## src/rtl/asiclab_tx_pkg.sv

```systemverilog
// Shared types and limits for the asiclab serial transmitter.
// Frame layout: start bit, 8 data bits sent LSB first, stop bit.
package asiclab_tx_pkg;

  typedef enum logic [1:0] {
    IDLE,
    START,
    DATA,
    STOP
  } tx_state_t;

  localparam int FRAME_BITS       = 10;
  localparam int MIN_CLKS_PER_BIT = 2;
  localparam int MAX_CLKS_PER_BIT = 65535;

endpackage

```

## src/rtl/asiclab_baud_tick.sv

```systemverilog
// Bit-period down-counter. It pulses bit_end on the last cycle of each bit period.
// A restart reloads the counter so that a new frame begins on a full period.
module asiclab_baud_tick
  import asiclab_tx_pkg::*;
#(
  parameter int CLKS_PER_BIT = 16
) (
  input  logic clk,
  input  logic rst,
  input  logic restart,
  output logic bit_end
);

  localparam int W = $clog2(CLKS_PER_BIT);
  localparam logic [W-1:0] RELOAD = W'(CLKS_PER_BIT - 1);

  if (CLKS_PER_BIT < MIN_CLKS_PER_BIT ||
      CLKS_PER_BIT > MAX_CLKS_PER_BIT) begin : g_bad_param
    $error("asiclab_baud_tick: CLKS_PER_BIT out of range");
  end

  logic [W-1:0] cnt_q;
  logic [W-1:0] cnt_d;

  always_comb begin
    cnt_d = cnt_q - W'(1);
    if (restart || cnt_q == '0) begin
      cnt_d = RELOAD;
    end
  end

  always_ff @(posedge clk or posedge rst) begin
    if (rst) begin
      cnt_q <= RELOAD;
    end else begin
      cnt_q <= cnt_d;
    end
  end

  assign bit_end = (cnt_q == '0);

endmodule

```

## src/rtl/asiclab_serial_tx.sv

```systemverilog
// Serial frame transmitter with a valid/ready byte input.
// All outputs are registered. The line idles high.
module asiclab_serial_tx
  import asiclab_tx_pkg::*;
#(
  parameter int CLKS_PER_BIT = 16
) (
  input  logic       clk,
  input  logic       rst,
  input  logic [7:0] tx_data,
  input  logic       tx_valid,
  output logic       tx_ready,
  output logic       tx_line,
  output logic       busy,
  output logic       done
);

  localparam logic [2:0] LAST_BIT = 3'(FRAME_BITS - 3);

  tx_state_t  state_q, state_d;
  logic [7:0] shift_q, shift_d;
  logic [2:0] bit_q, bit_d;
  logic       line_q, line_d;
  logic       ready_q, ready_d;
  logic       busy_q, busy_d;
  logic       done_q, done_d;
  logic       accept;
  logic       bit_end;

  assign accept = tx_valid & ready_q;

  asiclab_baud_tick #(
    .CLKS_PER_BIT(CLKS_PER_BIT)
  ) u_tick (
    .clk    (clk),
    .rst    (rst),
    .restart(accept),
    .bit_end(bit_end)
  );

  always_comb begin
    state_d = state_q;
    shift_d = shift_q;
    bit_d   = bit_q;
    line_d  = line_q;
    ready_d = ready_q;
    busy_d  = busy_q;
    done_d  = 1'b0;
    unique case (state_q)
      IDLE: begin
        ready_d = 1'b1;
        busy_d  = 1'b0;
        line_d  = 1'b1;
        if (accept) begin
          state_d = START;
          shift_d = tx_data;
          bit_d   = '0;
          line_d  = 1'b0;
          ready_d = 1'b0;
          busy_d  = 1'b1;
        end
      end
      START: begin
        if (bit_end) begin
          state_d = DATA;
          bit_d   = '0;
          line_d  = shift_q[0];
        end
      end
      DATA: begin
        if (bit_end) begin
          if (bit_q == LAST_BIT) begin
            state_d = STOP;
            line_d  = 1'b1;
          end else begin
            shift_d = {1'b0, shift_q[7:1]};
            line_d  = shift_q[1];
            bit_d   = bit_q + 3'd1;
          end
        end
      end
      STOP: begin
        if (bit_end) begin
          state_d = IDLE;
          line_d  = 1'b1;
          ready_d = 1'b1;
          busy_d  = 1'b0;
          done_d  = 1'b1;
        end
      end
      default: state_d = IDLE;
    endcase
  end

  always_ff @(posedge clk or posedge rst) begin
    if (rst) begin
      state_q <= IDLE;
      shift_q <= '0;
      bit_q   <= '0;
      line_q  <= 1'b1;
      ready_q <= 1'b0;
      busy_q  <= 1'b0;
      done_q  <= 1'b0;
    end else begin
      state_q <= state_d;
      shift_q <= shift_d;
      bit_q   <= bit_d;
      line_q  <= line_d;
      ready_q <= ready_d;
      busy_q  <= busy_d;
      done_q  <= done_d;
    end
  end

  assign tx_ready = ready_q;
  assign tx_line  = line_q;
  assign busy     = busy_q;
  assign done     = done_q;

endmodule
```

## config.mk

```make
export PLATFORM = sky130hd
export DESIGN_NAME = asiclab_serial_tx
export DESIGN_NICKNAME = d
export VERILOG_FILES = /design/src/rtl/asiclab_tx_pkg.sv /design/src/rtl/asiclab_baud_tick.sv /design/src/rtl/asiclab_serial_tx.sv
export SDC_FILE = /design/constraint.sdc
export NUM_CORES = 1
export LEC_CHECK = 0
export CAP_MARGIN = 0
export CORE_MARGIN = 2
export CORE_UTILIZATION = 37
export CTS_CLUSTER_DIAMETER = 80
export DETAILED_ROUTE_END_ITERATION = 8
export PLACE_DENSITY = 0.65
export SLEW_MARGIN = 30
export SYNTH_ARGS = -nofsm -noshare
export SYNTH_HDL_FRONTEND = slang
export SYNTH_SLANG_ARGS = --single-unit
```

## constraint.sdc

```tcl
create_clock -name clk -period 1.65 [get_ports clk]
set_input_delay 0.2475 -clock clk [delete_from_list [all_inputs] [get_ports clk]]
set_output_delay 0.2475 -clock clk [all_outputs]
set_load 0.01 [all_outputs]
```

==> flow_summary.yaml, run 1 <==
status:
  status: "finished clean"
floorplanning:
  die_h_um: 59.1
  dieArea_um2: 3500
  rows: 20
  design.core.area_um2: 2980
  die_w_um: 59.1
  pin_count: 15
  start_util_pct: 37.8
timing:
  fin_skew_ns: 0.00268
  maxSlewViolCount: 0
  hold_viol: 0
  final.min_clock_period_ns: 1.62
  worst_pin_slew_ns: 0.295
  rsz0062_at_grt: "true"
  max_freq_mhz: 618
  period_share_pct: 98.0
  relSlewSlack_pct: 80.1
  setup_slack_ns: 0.0330
  setup_viol: 0
routing:
  drc: 0
  drt_iter0_markers: 35
  drt_wl_total_mm: 2.62
  dr.pass1.iters: 5
  vias_per_cell: 5.35
  wl_per_cell_um: 14.6
  vias: 963
  ant_nets: 0
synthesis:
  ys_ff_latch: 21
  syn_area_um2: 1120
  ys_seq_area_share_pct: 47.3
  synth_cell_types: 34
  yosys_warnings: 0
  syn_nets: 128
  synth.avg_cell_area_um2: 10.2
  synth_cells: 110
cells_and_area:
  nets: 166
  drive_gt1_share_pct: 43.5
  final_common_cell: "buf_4"
  area_growth_pct: 45.5
  final_cell_mix: "buf_4 (21), dfrtp_1 (15), clkdlybuf4s50_1 (13), nand2_1 (9), inv_1 (8)"
  num_antenna_cells: 0
  utilization_pct: 55.0
clocking:
  clk_pin_slew_ns: 0.12
  insertion_delay_ns: 0.30
  cts_buffer_depth: 2
  cts_made_buffers: 3
  cts.sinks: 21
  htreeDepth: 1
  cts_tree: "done"
  clockRootBuffer: "clkbuf_4"
placed_design:
  place.gp.congestion: 0.723
  hpwl_mm: 1.76
  place.port_buffers: 14
  dp_slack_ns: -0.167
pwr:
  clkPwrFrac_pct: 8.5
  p_sw_share_pct: 37.9
  seq_power_share_pct: 31.8
  switching_power_mw: 1.12
  p_per_area_nw_per_um2: 1810
  cellLeakagePower_nw: 0.717
  p_int_mw: 1.84
  combPwrFrac_pct: 59.7
  ir_worst_vdd_uv: 864
critical_path:
  crit_arrival_ns: 1.82
  worstPathMaxFanout: 8
  crit_type: "flip-flop to flip-flop"
  critPathRequiredTime_ns: 1.85
  endpoint_kind: "flip-flop"
  startpoint_type: "flip-flop"
grt:
  grt_pass1_wl_mm: 4.33
  grt_use_total_pct: 16.3
  antenna_found_initial: 0
  grt_max_degree: 22
  grt_pass1_vias: 1003
  grt.overflow.total: 0
job:
  maxCapViolCount: 0
hold_path:
  hp-class: "primary input to async pin"
==> timing repair <==
item                       CTS  global route
gates resized for setup      4            33
setup endpoints to repair   14            17
buffers inserted             3             4
hold buffers                 0             0
pin swaps                    4            13
==> path summary, 6_finish.rpt <==
path,start,to,slack (ns),cells after the start
setup / recovery,u_tick.cnt_q[0]$_DFF_PP1_,bit_q[1]$_DFFE_PP0P_,0.03,5
max in group asynchronous,rst,u_tick.cnt_q[2]$_DFF_PP1_,1.12,3
setup reg to reg,u_tick.cnt_q[0]$_DFF_PP1_,bit_q[1]$_DFFE_PP0P_,0.03,5
min in group clk,busy$_DFFE_PP0P_,busy$_DFFE_PP0P_,0.50,1
hold reg to reg,busy$_DFFE_PP0P_,busy$_DFFE_PP0P_,0.50,1
hold / removal,rst,busy$_DFFE_PP0P_,0.26,3
==> layout make-up <==
class	count	area (um^2)
flip-flops and latches	21	533
inverters	12	45.0
multi-input cells	73	668
repair buffers	37	323
clock buffers	4	26.3
fillers	260	1340
well taps	33	41.3
==> worst max-delay path: stages (launching register included) <==
cell and delay, ns:
dfstp_2 0.39, inv_2 0.07, ha_4 0.15, or3b_4 0.45
a21o_1 0.23, a22o_1 0.21
==> state kept, by name (all words and copies together), names as in the netlist <==
name / cells
tx_ready: 1
shift_q: 8
tx_line: 1
done: 1
state_q: 2
u_tick.cnt_q: 4
bit_q: 3
busy: 1
==> per-stage QoR <==
stage                     hold WS [ns]  TNS, ns  instance area [um^2]  cells  power [mW]
after floorplan                  0.220        0                  1130    110        1.77
after global placement           0.468   -0.394                  1410    169        2.22
after detailed placement         0.475    -1.22                  1410    169        2.26
after CTS                        0.260        0                  1470    176        2.58
after global routing             0.283   -0.147                  1640    180        3.21
final                            0.259        0                  1640    180        2.96
==> cell families after synthesis <==
family,after synthesis,share of synthesized area (%)
AO/OA/AOI/OAI,39,25.9
flip-flops,21,47.3
adder cells (fa/ha/maj),7,7.79
multiplexers,1,1.00
AND/OR/NAND/NOR,25,10.8
buffers and inverters,16,6.45
XOR/XNOR,1,0.779
==> layer usage <==
metal / routed length, um / GRT usage [%] / part of all wire (%) / up-vias
met5: 0 / 0 / 0 / -
li1: - / - / - / 471
met2: 1340 / 28.6 / 51 / 18
met1: 1180 / 20.2 / 45 / 472
met4: 12 / 2.92 / 0.46 / 0
met3: 91 / 4.37 / 3.5 / 2
==> power groups by stage <==
stage	sequential (mW)	combinational, mW	clock (mW)
floorplan	0.891	0.877	0
global placement	0.898	1.32	0
detailed placement	0.913	1.35	0
CTS	0.900	1.42	0.264
global route	0.970	1.95	0.283
finish	0.941	1.77	0.252
==> synth_stat cells (all sizes together) <==
cell type | number | share of area [%]
dfrtp | 16 | 36
inv | 12 | 4.0
nand2 | 9 | 3.0
ha | 7 | 7.8
nor2 | 7 | 2.3
o21ai | 7 | 3.1
a21oi | 6 | 2.7
a2bb2oi | 5 | 3.9
dfstp | 5 | 12
o22ai | 5 | 2.8
nand3 | 4 | 1.8
a22o | 3 | 2.3
buf | 3 | 2.1
a21o | 2 | 1.4
nand3b | 2 | 1.3
o2bb2ai | 2 | 1.6
a21bo | 1 | 0.89
a21boi | 1 | 1.7
a221oi | 1 | 0.78
a31o | 1 | 0.78
clkbuf | 1 | 0.33
mux2 | 1 | 1.0
nor3 | 1 | 0.44
nor3b | 1 | 1.1
o211a | 1 | 0.89
o311ai | 1 | 0.78
o31ai | 1 | 0.67
o32a | 1 | 0.89
o32ai | 1 | 0.78
or3b | 1 | 0.78
xnor2 | 1 | 0.78
Note: power is estimated with default switching activity, not from simulation.
==> run 2, diff against run 1 <==
Settings changed: GPL_TIMING_DRIVEN from default to 1, SLEW_MARGIN 30 to 20.
==> results of run 2 <==
No change in the layout: final DEF, timing and power equal those of run 1.
